File: src/rtl/button_io_regs.sv
// rtl/button_io_regs.sv - button input synchronizer/debouncer with event register file
//
// Purpose: synchronizes raw button inputs, optionally debounces them, records
// press/release/vblank-start sticky events, and exposes them plus the display
// status through a small strobe-based register interface with a level IRQ.
//
// Configuration macro: BUTTON_DEBOUNCE_EN (defined = per-button debounce
// counters compiled in; undefined = debounced level is the synchronizer output).
//
// Ports:
//   clk                  in   system clock, rising edge
//   reset_n              in   synchronous active-low reset
//   buttons              in   raw asynchronous buttons, 1 = pressed
//   in_vblank_i          in   vertical-blank flag (clk domain)
//   collision_i          in   sprite collision flags (clk domain)
//   register_index       in   register address
//   register_read        in   read strobe
//   register_write       in   write strobe
//   register_write_value in   write data
//   register_read_value  out  registered read data
//   irq_o                out  level interrupt: any masked press/release pending

module button_io_regs #(
  parameter int NUM_BUTTONS     = 4,
  parameter int DEBOUNCE_CYCLES = 250000
) (
  input  logic                   clk,
  input  logic                   reset_n,
  input  logic [NUM_BUTTONS-1:0] buttons,
  input  logic                   in_vblank_i,
  input  logic [5:0]             collision_i,
  input  logic [11:0]            register_index,
  input  logic                   register_read,
  input  logic                   register_write,
  input  logic [15:0]            register_write_value,
  output logic [15:0]            register_read_value,
  output logic                   irq_o
);

  logic [NUM_BUTTONS-1:0] sync1_q;
  logic [NUM_BUTTONS-1:0] sync2_q;
  logic [NUM_BUTTONS-1:0] level;
  logic [NUM_BUTTONS-1:0] level_prev_q;
  logic [NUM_BUTTONS-1:0] press_q, press_d;
  logic [NUM_BUTTONS-1:0] release_q, release_d;
  logic [NUM_BUTTONS-1:0] mask_q, mask_d;
  logic                   vblank_prev_q;
  logic                   vblank_start_q, vblank_start_d;
  logic [15:0]            rdata_q, rdata_d;
  logic                   irq_q, irq_d;
  logic                   rd1, rd3, rd4, wr5;
  logic                   unused_wdata;

  // Only the low NUM_BUTTONS bits of the write data reach the mask.
  assign unused_wdata = ^register_write_value;

  // Two-flop synchronizer; nothing downstream sees the raw inputs.
  always_ff @(posedge clk) begin
    if (!reset_n) begin
      sync1_q <= '0;
      sync2_q <= '0;
    end else begin
      sync1_q <= buttons;
      sync2_q <= sync1_q;
    end
  end

`ifdef BUTTON_DEBOUNCE_EN
  localparam int CW = $clog2(DEBOUNCE_CYCLES);
  localparam logic [CW-1:0] CNT_MAX = CW'(DEBOUNCE_CYCLES - 1);

  logic [NUM_BUTTONS-1:0] level_q, level_d;
  logic [CW-1:0]          cnt_q [NUM_BUTTONS];
  logic [CW-1:0]          cnt_d [NUM_BUTTONS];

  // Counter runs only while the input disagrees with the accepted level; it
  // resets on any agreement, so a bouncing input never reaches CNT_MAX and
  // the counter is cleared on acceptance rather than wrapping.
  always_comb begin
    level_d = level_q;
    for (int i = 0; i < NUM_BUTTONS; i++) begin
      cnt_d[i] = '0;
      if (sync2_q[i] != level_q[i]) begin
        if (cnt_q[i] == CNT_MAX) begin
          level_d[i] = sync2_q[i];
        end else begin
          cnt_d[i] = cnt_q[i] + 1'b1;
        end
      end
    end
  end

  always_ff @(posedge clk) begin
    if (!reset_n) begin
      level_q <= '0;
      for (int i = 0; i < NUM_BUTTONS; i++) cnt_q[i] <= '0;
    end else begin
      level_q <= level_d;
      for (int i = 0; i < NUM_BUTTONS; i++) cnt_q[i] <= cnt_d[i];
    end
  end

  assign level = level_q;
`else
  logic unused_cfg;

  // Debounce compiled out: the synchronizer output is the accepted level.
  assign level      = sync2_q;
  assign unused_cfg = (DEBOUNCE_CYCLES > 0);
`endif

  assign rd1 = register_read  && (register_index == 12'd1);
  assign rd3 = register_read  && (register_index == 12'd3);
  assign rd4 = register_read  && (register_index == 12'd4);
  assign wr5 = register_write && (register_index == 12'd5);

  always_comb begin
    // Clear-on-read drops exactly what the read returned (the whole register);
    // new events are OR-ed in afterwards so a coincident event survives.
    press_d        = (rd3 ? '0 : press_q)   | (level & ~level_prev_q);
    release_d      = (rd4 ? '0 : release_q) | (~level & level_prev_q);
    vblank_start_d = (rd1 ? 1'b0 : vblank_start_q) | (in_vblank_i & ~vblank_prev_q);
    mask_d         = wr5 ? register_write_value[NUM_BUTTONS-1:0] : mask_q;
    irq_d          = |((press_q | release_q) & mask_q);

    // Read data samples current state, so a same-cycle write to 5 returns
    // the old mask.
    rdata_d = rdata_q;
    if (register_read) begin
      case (register_index)
        12'd0:   rdata_d = 16'(level);
        12'd1:   rdata_d = {14'b0, vblank_start_q, in_vblank_i};
        12'd2:   rdata_d = {10'b0, collision_i};
        12'd3:   rdata_d = 16'(press_q);
        12'd4:   rdata_d = 16'(release_q);
        12'd5:   rdata_d = 16'(mask_q);
        default: rdata_d = '0;
      endcase
    end
  end

  always_ff @(posedge clk) begin
    if (!reset_n) begin
      level_prev_q   <= '0;
      press_q        <= '0;
      release_q      <= '0;
      mask_q         <= '0;
      vblank_prev_q  <= 1'b0;
      vblank_start_q <= 1'b0;
      rdata_q        <= '0;
      irq_q          <= 1'b0;
    end else begin
      level_prev_q   <= level;
      press_q        <= press_d;
      release_q      <= release_d;
      mask_q         <= mask_d;
      vblank_prev_q  <= in_vblank_i;
      vblank_start_q <= vblank_start_d;
      rdata_q        <= rdata_d;
      irq_q          <= irq_d;
    end
  end

  assign register_read_value = rdata_q;
  assign irq_o               = irq_q;

endmodule

File: config.mk
export PLATFORM = sky130hd
export DESIGN_NAME = button_io_regs
export DESIGN_NICKNAME = d
export VERILOG_FILES = /design/src/rtl/button_io_regs.sv
export SDC_FILE = /design/constraint.sdc
export NUM_CORES = 1
export LEC_CHECK = 0
export BUFFER_PORTS_ARGS = -buffer_cell sky130_fd_sc_hd__clkbuf_2
export CORE_ASPECT_RATIO = 0.9
export CORE_MARGIN = 5
export CORE_UTILIZATION = 46
export CTS_CLUSTER_SIZE = 12
export DETAILED_ROUTE_END_ITERATION = 10
export PLACE_DENSITY = 0.76
export SLEW_MARGIN = 10
export SYNTH_ARGS = -nofsm -noshare
export SYNTH_HDL_FRONTEND = slang
export SYNTH_SLANG_ARGS = --single-unit
File: constraint.sdc
create_clock -name clk -period 1.3 [get_ports clk]
set_clock_uncertainty 0.1 [all_clocks]
set_input_delay 0.065 -clock clk [delete_from_list [all_inputs] [get_ports clk]]
set_output_delay 0.065 -clock clk [all_outputs]
set_load 0.01 [all_outputs]
==> summary.txt <==
Ys async rst share = 0
Synth Area in Simple Gates = 0.2002
Synth cell types = 31
Via density = 4.941
Adder-cell area share of the yosys netlist = 0
Most common cell after layout, fill and taps aside = clkbuf_2
Register area = 660.6 um^2
Main synth FF type = dfxtp_1
DRT Pass-1 Iters = 4
Slowest CP cell = dfxtp_1
PortBufs = 37
Final Max Tran Viols = 0
Initial DRC count = 41
Fillers = 265
Root buf cell = clkbuf_4
Chip width = 68.29 um
Clock slew at reported path FFs = 110 ps
EDFF count, synth = 0
Proportion of synthesized area in mux cells = 0.09342
Initial Utilization = 0.4695
CP Class = flip-flop to flip-flop
H-tree levels = 2
Via count = 1265
Vias in the first global route = 1193
Logic pwr share = 0.112
Critical Path Start Type = flip-flop
GP Congestion = 0.8721
Area leader, netlist = dfxtp_1
CTS tree = built
Largest family of logic cells by synthesized area = simple AND/OR/NAND/NOR gates
Post-CTS Setup Inserts = 0
Avg Cell Area, Syn = 9.314 um^2
Crit Path Max Fanout = 3
Synth area leaders = dfxtp_1 (47%), mux2i_1 (8.5%), buf_4 (5.3%)
Status = finished clean
Minimum clock period = 1196 ps
CP Capture Type = flip-flop
ANT nets after route = 0
Util after Layout = 0.6287
Largest net degree at the start of global routing = 19
Clock Tree Buf Depth = 2
Final wirelength = 3280 um
Ant diodes = 0
Crit-path leading delay family = compound AO/OA/AOI/OAI gates
Peak VDD IR = 0.7451 mV
Critical Path AT = 1330 ps
Syn. warnings = 0
Power after layout = 2059 uW
Worst path cell trace = mux2_2 > a21oi_2 > o22a_1 > o21ai_0
CP bufs+invs = 0
Area fraction in compound gates after synthesis = 0.1450
Per-cell routed wire length = 12.81 um
Switching share of power = 0.2390
Hold WC Path Type = input port to flip-flop
P_sw = 492.2 uW
# DRC = 0
Clock Latency Late Sink = 340 ps
Syn Std Cell Area = 1406 um^2
Leak pwr = 0.0008728 uW
CTS sink cnt = 33
Multi-input logic area = 658.1 um^2
Max Cap Viol = 0
Initial antenna violation count = 0
Global-route wire length before repair = 5188 um
CP required = 1430 ps
Cells after DPL = 235
Worst hold margin = 22.29 ps
Area grow syn2layout = 33.90%
Post-synth top area share = 0.4698
Pwr Density = 1094 nW/um^2
Sequential share of power = 0.514
Share of cells above drive strength 1 = 0.2850
Final non-filler cell total = 256
Final hold vios = 0
Most frequent cells in the layout = clkbuf_2 (37), dfxtp_1 (33), nand2_1 (16), o21ai_0 (13), dlygate4sd3_1 (13)
P_int = 1567 uW
FMAX = 0.8361 GHz
Grt ovf = 0
Mapped Cells = 151
Post-synthesis sequential area ratio = 0.4698
Clock share of power = 0.375
Nets = 256
Total die area = 4265 um^2
Total track usage = 0.1606
Post-synthesis xor/xnor area fraction = 0
RSZ-0062 raised after global routing = no
Cts bufs inserted = 5
Row cnt = 19
Core Region = 2995 um^2
Dpl hpwl = 2446 um
Yosys reg bits = 33
Crit share post-route = 0.9200
# IOs = 60
Setup violations, final = 0
Die H = 62.46 um
Max incr delay on CP = 340 ps
==> power groups by stage <==
stage                     Clock (uW)  Sequential (uW)  Combinational, uW
after CTS                        783             1060                226
after global routing             826             1060                253
after floorplan                    0             1080                128
after detailed placement           0             1080                195
final                            771             1060                230
after global placement             0             1080                189
==> Yosys cell counts (all sizes together) (2+ instances only) <==
| master | instances |
|---|---|
| nor2 | 10 |
| a22o | 2 |
| and4b | 2 |
| and2 | 9 |
| nor3 | 3 |
| inv | 6 |
| mux2i | 12 |
| a21oi | 2 |
| a41oi | 3 |
| nand2b | 4 |
| buf | 14 |
| nand2 | 16 |
| nor4 | 2 |
| dfxtp | 33 |
| o2bb2ai | 4 |
| o21ai | 13 |
| clkbuf | 2 |
| nand4 | 3 |
==> metrics by stage <==
stage | TNS [ps] | area, um^2 | setup WS (ps)
global placement | -354.9 | 1665 | -66.57
floorplan | 0 | 1440 | 120.5
CTS | 0 | 1879 | 77.02
finish | 0 | 1883 | 104.0
detailed placement | -596.3 | 1665 | -97.92
global route | 0 | 1883 | 24.05
==> worst min-delay path: stages <==
cell,delay [ps]
clkbuf_2,110
nor2_1,100
nand2_1,80
o21ai_0,60
==> cell type report <==
type,count,share of cell area
Inverter,6,0.01196
Tap cell,42,0.02791
Multi-Input combinational cell,105,0.3495
Sequential cell,33,0.3508
Clock buffer,5,0.01993
Clock inverter,3,0.02458
Timing Repair Buffer,62,0.2153
==> timing repair <==
action                                 CTS  global route
setup endpoints to repair                0             1
endpoints found under the hold margin   14             0
resized for setup                        0             1
hold buffers                            13             0
==> metal layers <==
layer	vias up	wire [um]	share of wire	track usage
li1	630	-	-	-
met1	568	1426	0.43	0.1975
met2	60	1452	0.44	0.2575
met3	7	345	0.11	0.04496
met4	0	56	0.017	0.06700
met5	-	0	0	0
==> kinds of logic (layout without fill, tap and decap cells) <==
group,Yosys count,count (layout)
AOI/OAI and AO/OA,30,30
DFF,33,33
other,1,10
and+or+nand+nor,52,52
muxes,13,13
buffers and inverters,22,76
==> sequential cells by signal, summed over array words and instances (netlist names), 4 cells and up <==
signal	flops
mask_q	4
level	4
level_prev_q	4
register_read_value	6
sync1_q	4
release_q	4
press_q	4
==> worst paths after layout <==
| check | startpoint | endpoint | cells past startpoint | slack (ps) |
|---|---|---|---|---|
| max | press_q[2] | register_read_value[2] | 4 | 100 |
| min | register_read | register_read_value[3] | 4 | 20 |
| max reg2reg | press_q[2] | register_read_value[2] | 4 | 100 |
| min reg2reg | sync1_q[0] | level[0] | 1 | 350 |
No activity file was read; power rests on OpenSTA's default activity.
